### src/rtl/multicycle_ctrl.sv
// Multi-cycle FETCH/DECODE/EXEC/MEM/WB sequencer for the RV32 core.
// It drives the datapath enables and memory handshakes, counts retired instructions and traps on faults.
module multicycle_ctrl #(
    parameter int unsigned TO_W        = 8,
    parameter int unsigned TIMEOUT_CYC = 255
) (
    input  logic        clk,
    input  logic        rst_n,
    input  logic        run,
    input  logic [15:0] ctrl_sig,
    input  logic        branch_taken,
    output logic        imem_req,
    input  logic        imem_ack,
    output logic        dmem_req,
    output logic        dmem_we,
    input  logic        dmem_ack,
    output logic        ir_we,
    output logic        pc_we,
    output logic [1:0]  pc_sel,
    output logic        rf_we,
    output logic [1:0]  wb_sel,
    output logic        alu_a_sel,
    output logic        alu_b_sel,
    output logic [2:0]  state_o,
    output logic        trap,
    output logic [1:0]  trap_cause,
    output logic [31:0] instret
);

    typedef enum logic [2:0] {
        StFetch  = 3'd0,
        StDecode = 3'd1,
        StExec   = 3'd2,
        StMem    = 3'd3,
        StWb     = 3'd4,
        StTrap   = 3'd7
    } state_e;

    typedef enum logic [2:0] {
        ClsAlu, ClsLoad, ClsStore, ClsBr, ClsJal, ClsJalr, ClsLui, ClsAuipc
    } cls_e;

    localparam logic [TO_W-1:0] ToLast = TO_W'(TIMEOUT_CYC - 1);
    localparam logic [TO_W-1:0] ToOne  = TO_W'(1);

    state_e            state_q;
    cls_e              cls_q;
    cls_e              cls_dec;
    logic              imm_q;
    logic [31:0]       instret_q;
    logic [1:0]        cause_q;
    logic [TO_W-1:0]   to_q;

    logic unused_ctrl;
    assign unused_ctrl = ^ctrl_sig[15:10];

    always_comb begin
        cls_dec = ClsAlu;
        if      (ctrl_sig[3]) cls_dec = ClsLoad;
        else if (ctrl_sig[4]) cls_dec = ClsStore;
        else if (ctrl_sig[5]) cls_dec = ClsBr;
        else if (ctrl_sig[7]) cls_dec = ClsJal;
        else if (ctrl_sig[6]) cls_dec = ClsJalr;
        else if (ctrl_sig[9]) cls_dec = ClsLui;
        else if (ctrl_sig[8]) cls_dec = ClsAuipc;
    end

    always_ff @(posedge clk or negedge rst_n) begin
        if (!rst_n) begin
            state_q   <= StFetch;
            cls_q     <= ClsAlu;
            imm_q     <= 1'b0;
            instret_q <= '0;
            cause_q   <= 2'b00;
            to_q      <= '0;
        end else begin
            unique case (state_q)
                StFetch: begin
                    if (run) begin
                        if (imem_ack) begin
                            state_q <= StDecode;
                        end else if (to_q == ToLast) begin
                            state_q <= StTrap;
                            cause_q <= 2'b10;
                        end else begin
                            to_q <= to_q + ToOne;
                        end
                    end
                end
                StDecode: begin
                    cls_q <= cls_dec;
                    imm_q <= ctrl_sig[1];
                    if (ctrl_sig[9:0] == 10'd0) begin
                        state_q <= StTrap;
                        cause_q <= 2'b01;
                    end else begin
                        state_q <= StExec;
                    end
                end
                StExec: begin
                    if (cls_q == ClsBr) begin
                        state_q   <= StFetch;
                        instret_q <= instret_q + 32'd1;
                        to_q      <= '0;
                    end else if (cls_q == ClsLoad || cls_q == ClsStore) begin
                        state_q <= StMem;
                        to_q    <= '0;
                    end else begin
                        state_q <= StWb;
                    end
                end
                StMem: begin
                    // An ack on the expiry cycle takes precedence over the timeout.
                    if (dmem_ack) begin
                        if (cls_q == ClsStore) begin
                            state_q   <= StFetch;
                            instret_q <= instret_q + 32'd1;
                            to_q      <= '0;
                        end else begin
                            state_q <= StWb;
                        end
                    end else if (to_q == ToLast) begin
                        state_q <= StTrap;
                        cause_q <= 2'b11;
                    end else begin
                        to_q <= to_q + ToOne;
                    end
                end
                StWb: begin
                    state_q   <= StFetch;
                    instret_q <= instret_q + 32'd1;
                    to_q      <= '0;
                end
                StTrap: begin
                end
                default: state_q <= StTrap;
            endcase
        end
    end

    // Operand selects stay valid through MEM/WB so the ALU result is stable when consumed.
    logic a_sel_cls;
    logic b_sel_cls;
    assign a_sel_cls = (cls_q == ClsAuipc);
    assign b_sel_cls = (cls_q != ClsBr) &&
                       (imm_q || cls_q == ClsLoad || cls_q == ClsStore ||
                        cls_q == ClsAuipc || cls_q == ClsJalr);

    always_comb begin
        imem_req  = 1'b0;
        ir_we     = 1'b0;
        dmem_req  = 1'b0;
        dmem_we   = 1'b0;
        pc_we     = 1'b0;
        pc_sel    = 2'b00;
        rf_we     = 1'b0;
        wb_sel    = 2'b00;
        alu_a_sel = 1'b0;
        alu_b_sel = 1'b0;
        unique case (state_q)
            StFetch: begin
                imem_req = run;
                ir_we    = run & imem_ack;
            end
            StExec: begin
                alu_a_sel = a_sel_cls;
                alu_b_sel = b_sel_cls;
                if (cls_q == ClsBr) begin
                    pc_we  = 1'b1;
                    pc_sel = branch_taken ? 2'b01 : 2'b00;
                end
            end
            StMem: begin
                alu_a_sel = a_sel_cls;
                alu_b_sel = b_sel_cls;
                dmem_req  = 1'b1;
                dmem_we   = (cls_q == ClsStore);
                pc_we     = dmem_ack && (cls_q == ClsStore);
            end
            StWb: begin
                alu_a_sel = a_sel_cls;
                alu_b_sel = b_sel_cls;
                rf_we     = 1'b1;
                pc_we     = 1'b1;
                if (cls_q == ClsLoad)                          wb_sel = 2'b01;
                else if (cls_q == ClsJal || cls_q == ClsJalr)  wb_sel = 2'b10;
                else if (cls_q == ClsLui)                      wb_sel = 2'b11;
                if (cls_q == ClsJal)                           pc_sel = 2'b01;
                else if (cls_q == ClsJalr)                     pc_sel = 2'b10;
            end
            default: begin
            end
        endcase
    end

    assign state_o    = state_q;
    assign trap       = (state_q == StTrap);
    assign trap_cause = cause_q;
    assign instret    = instret_q;

endmodule

### config.mk
export PLATFORM = sky130hd
export DESIGN_NAME = multicycle_ctrl
export DESIGN_NICKNAME = d
export VERILOG_FILES = /design/src/rtl/multicycle_ctrl.sv
export SDC_FILE = /design/constraint.sdc
export NUM_CORES = 1
export LEC_CHECK = 0
export BUFFER_PORTS_ARGS = -buffer_cell sky130_fd_sc_hd__buf_2
export CAP_MARGIN = 30
export CORE_AREA = 4 4 79 99
export CTS_CLUSTER_DIAMETER = 100
export CTS_CLUSTER_SIZE = 25
export DETAILED_ROUTE_END_ITERATION = 8
export DIE_AREA = 0 0 83 103
export PLACE_DENSITY_LB_ADDON = 0.05
export RECOVER_POWER = 50
export SKIP_LAST_GASP = 1
export SLEW_MARGIN = 10
export SYNTH_ARGS = -nofsm -noshare
export SYNTH_HDL_FRONTEND = slang
export SYNTH_SLANG_ARGS = --single-unit
### constraint.sdc
create_clock -name clk -period 3.3 [get_ports clk]
set_input_delay 0.66 -clock clk [delete_from_list [all_inputs] [get_ports clk]]
set_output_delay 0.66 -clock clk [all_outputs]
set_load 0.05 [all_outputs]
==> results by group <==
CTS
  • CTS clk-pin slew, worst paths: 0.09 ns
  • Clock tree buffer depth: 2
  • CTS tree: built
  • Clk_lat worst skew: 0.31 ns
  • Post-CTS setup buffers: 0
  • Resized Gates After CTS: 0
  • Hold buffer count at CTS: 0
  • Htree depth: 2
  • CTS Sinks: 49
  • Root buffer cell: clkbuf_8
  • Total CTS buffers: 5

Die
  • Area of the core: 6890 um2
  • Die Span X: 83 um
  • Core Rows: 34
  • Die Footprint: 8550 um2
  • I/O pins: 72
  • Initial Utilization: 0.393
  • Die height: 103 um

Global route
  • First-pass GRT wire length: 10500 um
  • Vias in the first global route: 2273
  • Congestion Overflow GR: 0
  • Global Route Usage Sum: 0.148
  • Largest net degree at the start of global routing: 34
  • Antenna violations before repair: 0

Route
  • DRT Pass-1 Iters: 4
  • Iteration-0 DRC Markers: 103
  • Detailed-route via count: 2314
  • WL final: 6110 um
  • DRC viols: 0
  • Drt wl/cell: 13.6 um
  • Avg Vias per Cell: 5.17
  • Routed Antenna Nets: 0

Worst setup path
  • Beginning of the worst register-to-register path: state_o[0]
  • Worst setup EP type: primary output
  • Critical path origin: state_o[0]
  • Critical path fanouts, max: 11
  • Crit path launch type: flop
  • Required time of the critical path: 2.64 ns
  • Crit path kind: flop to primary output
  • Worst EP arrival: 2.19 ns

Placed design
  • GPL Wtd Cong: 0.788
  • DP HPWL: 4550 um
  • PortBufs: 65

STA
  • Fin crit share: 0.863
  • RSZ-0062 raised after global routing: no
  • Min Clock Period, post-route: 2.85 ns
  • Worst-Margin Slew: 0.947 ns
  • Max-slew headroom: 0.369
  • Max Freq: 351 MHz
  • Final Hold Fails: 0
  • Worst Clk Skew: 0.0116 ns
  • Fin Setup TNS: 0 ns
  • Slew Limit Fails: 0
  • Final setup fails: 0

Synth
  • Area leader, netlist: dfrtp_1
  • Ys Warns: 0
  • Ys async rst share: 1.00
  • Register area share after synthesis: 0.453
  • Synthesized area: 2710 um2
  • Synth top area cells: dfrtp_1, xnor2_1, nor2_1, nand2_1, nand3_1
  • Number of flops mapped to enable cells by yosys: 0
  • Netlist cell types: 45
  • Leading register cell type out of synthesis: dfrtp_1
  • Top cell type's share of synthesized area: 0.453
  • Syn avg cell area: 9.21 um2
  • Synthesis-stage register bit count: 49
  • Syn Nets: 319
  • Post-Syn Instances: 294

Pwr
  • Worst IR Drop VDD: 0.453 mV
  • P_leak: 0.00147 uW
  • Power Dens Cells: 669 nW/um2

Finish
  • Diodes inserted: 0
  • Final Core Density: 0.460
  • Area Overhead vs Synth: 17.1%
  • Fin nets: 382
  • Layout cell share with drive strength beyond 1: 0.190

Status
  • Status: finished, final reports clean

Hold path
  • HP Start: instret[31]
  • Classification of the worst-slack hold path: flop to flop

Run
  • Max cap viols: 0
Yosys cell counts (3+ instances only):
library cell	instances
xor2_1	9
dfrtp_1	49
nor3_2	5
buf_6	3
a41oi_1	3
o22a_1	3
ha_1	3
clkbuf_1	4
a21oi_1	18
a31oi_1	4
nand2_1	30
nand4_1	9
nor3_1	8
o21ai_0	11
nand3_1	20
and3_1	4
buf_2	5
inv_1	16
xnor2_1	22
nor2_1	32
or2_2	3
cells by family (layout without fill, tap and decap cells):
group / Yosys count / count (layout) / share of synthesized area
XOR/XNOR: 31 / 31 / 0.100
buffers and inverters: 28 / 92 / 0.0495
multiplexers: 2 / 2 / 0.00786
adder cells (fa/ha/maj): 3 / 3 / 0.0139
AND/OR/NAND/NOR: 125 / 125 / 0.242
AO/OA/AOI/OAI: 56 / 56 / 0.133
flip-flops: 49 / 49 / 0.453
cells in the final DEF, fill, tap and decap left out, types with 2 or more instances in the layout:
cell,n
and3_1,4
a31oi_1,4
nor3_2,5
a21oi_1,18
o41ai_1,2
dfrtp_1,49
nand4_1,9
buf_2,43
ha_1,3
a41oi_1,3
nand2_1,30
or3_1,2
nor2_1,32
o21ai_0,11
buf_4,2
o22a_1,3
nand2b_1,2
clkbuf_1,22
clkbuf_8,5
inv_1,16
nand3b_1,2
xnor2_1,22
or2_2,3
nand3_1,20
and4_1,2
xor2_1,9
nor4_1,2
a22oi_1,2
clkinvlp_4,2
nor3_1,8
o22ai_1,2
metal layers:
metal | up-vias | GRT usage | share of wire
met5 | - | 0 | 0
met4 | 0 | 0.0528 | 0.018
met3 | 8 | 0.0288 | 0.046
met2 | 61 | 0.270 | 0.50
met1 | 1094 | 0.174 | 0.44
li1 | 1151 | - | -
path summary, 6_finish.rpt:
| kind | slack (ns) | endpoint | cells past startpoint |
|---|---|---|---|
| setup / recovery | 0.45 | alu_b_sel | 6 |
| hold / removal | 0.47 | instret[31] | 1 |
| setup reg to reg | 0.93 | instret[31] | 7 |
| hold reg to reg | 0.47 | instret[31] | 1 |
| max in group asynchronous | 1.50 | instret[22] | 2 |
| min in group asynchronous | 0.48 | instret[26] | 1 |
stage by stage:
step | worst slack (ns) | hold WS, ns | instance area (um2) | power (uW) | cells
after floorplan | 0.0931 | 0.364 | 2720 | 1560 | 294
after global placement | 0.822 | 0.451 | 3100 | 1770 | 440
after detailed placement | 0.788 | 0.456 | 3100 | 1770 | 440
after CTS | 0.449 | 0.284 | 3200 | 2160 | 448
after global routing | 0.353 | 0.503 | 3170 | 2280 | 448
final | 0.452 | 0.469 | 3170 | 2120 | 448
critical path, cell delays in order (launching register included):
cell and delay [ns]:
dfrtp_1 0.53, nor2_1 0.33, nand2_1 0.16, inv_1 0.23, nor2_1 0.10, a311oi_2 0.25, buf_2 0.30
flip-flops by register name (all words and copies together), names as in the netlist:
register    flops
cls_q           3
imm_q           1
instret        32
state_o         3
to_q            8
trap_cause      2
area by class of cell:
cell class,count,area [um2]
clock buffer,5,68.8
clock inverter,3,26.3
fill,720,3720
inverter,16,60.1
multi-input combinational,217,1360
sequential,49,1230
tap,90,113
timing repair buffer,68,318
where the power goes:
part	internal [uW]	switching, uW	total, uW
clock network	155	219	374
logic	272	637	909
registers	689	149	838
total	1120	1010	2120
Power figures use the tool's default switching activity.
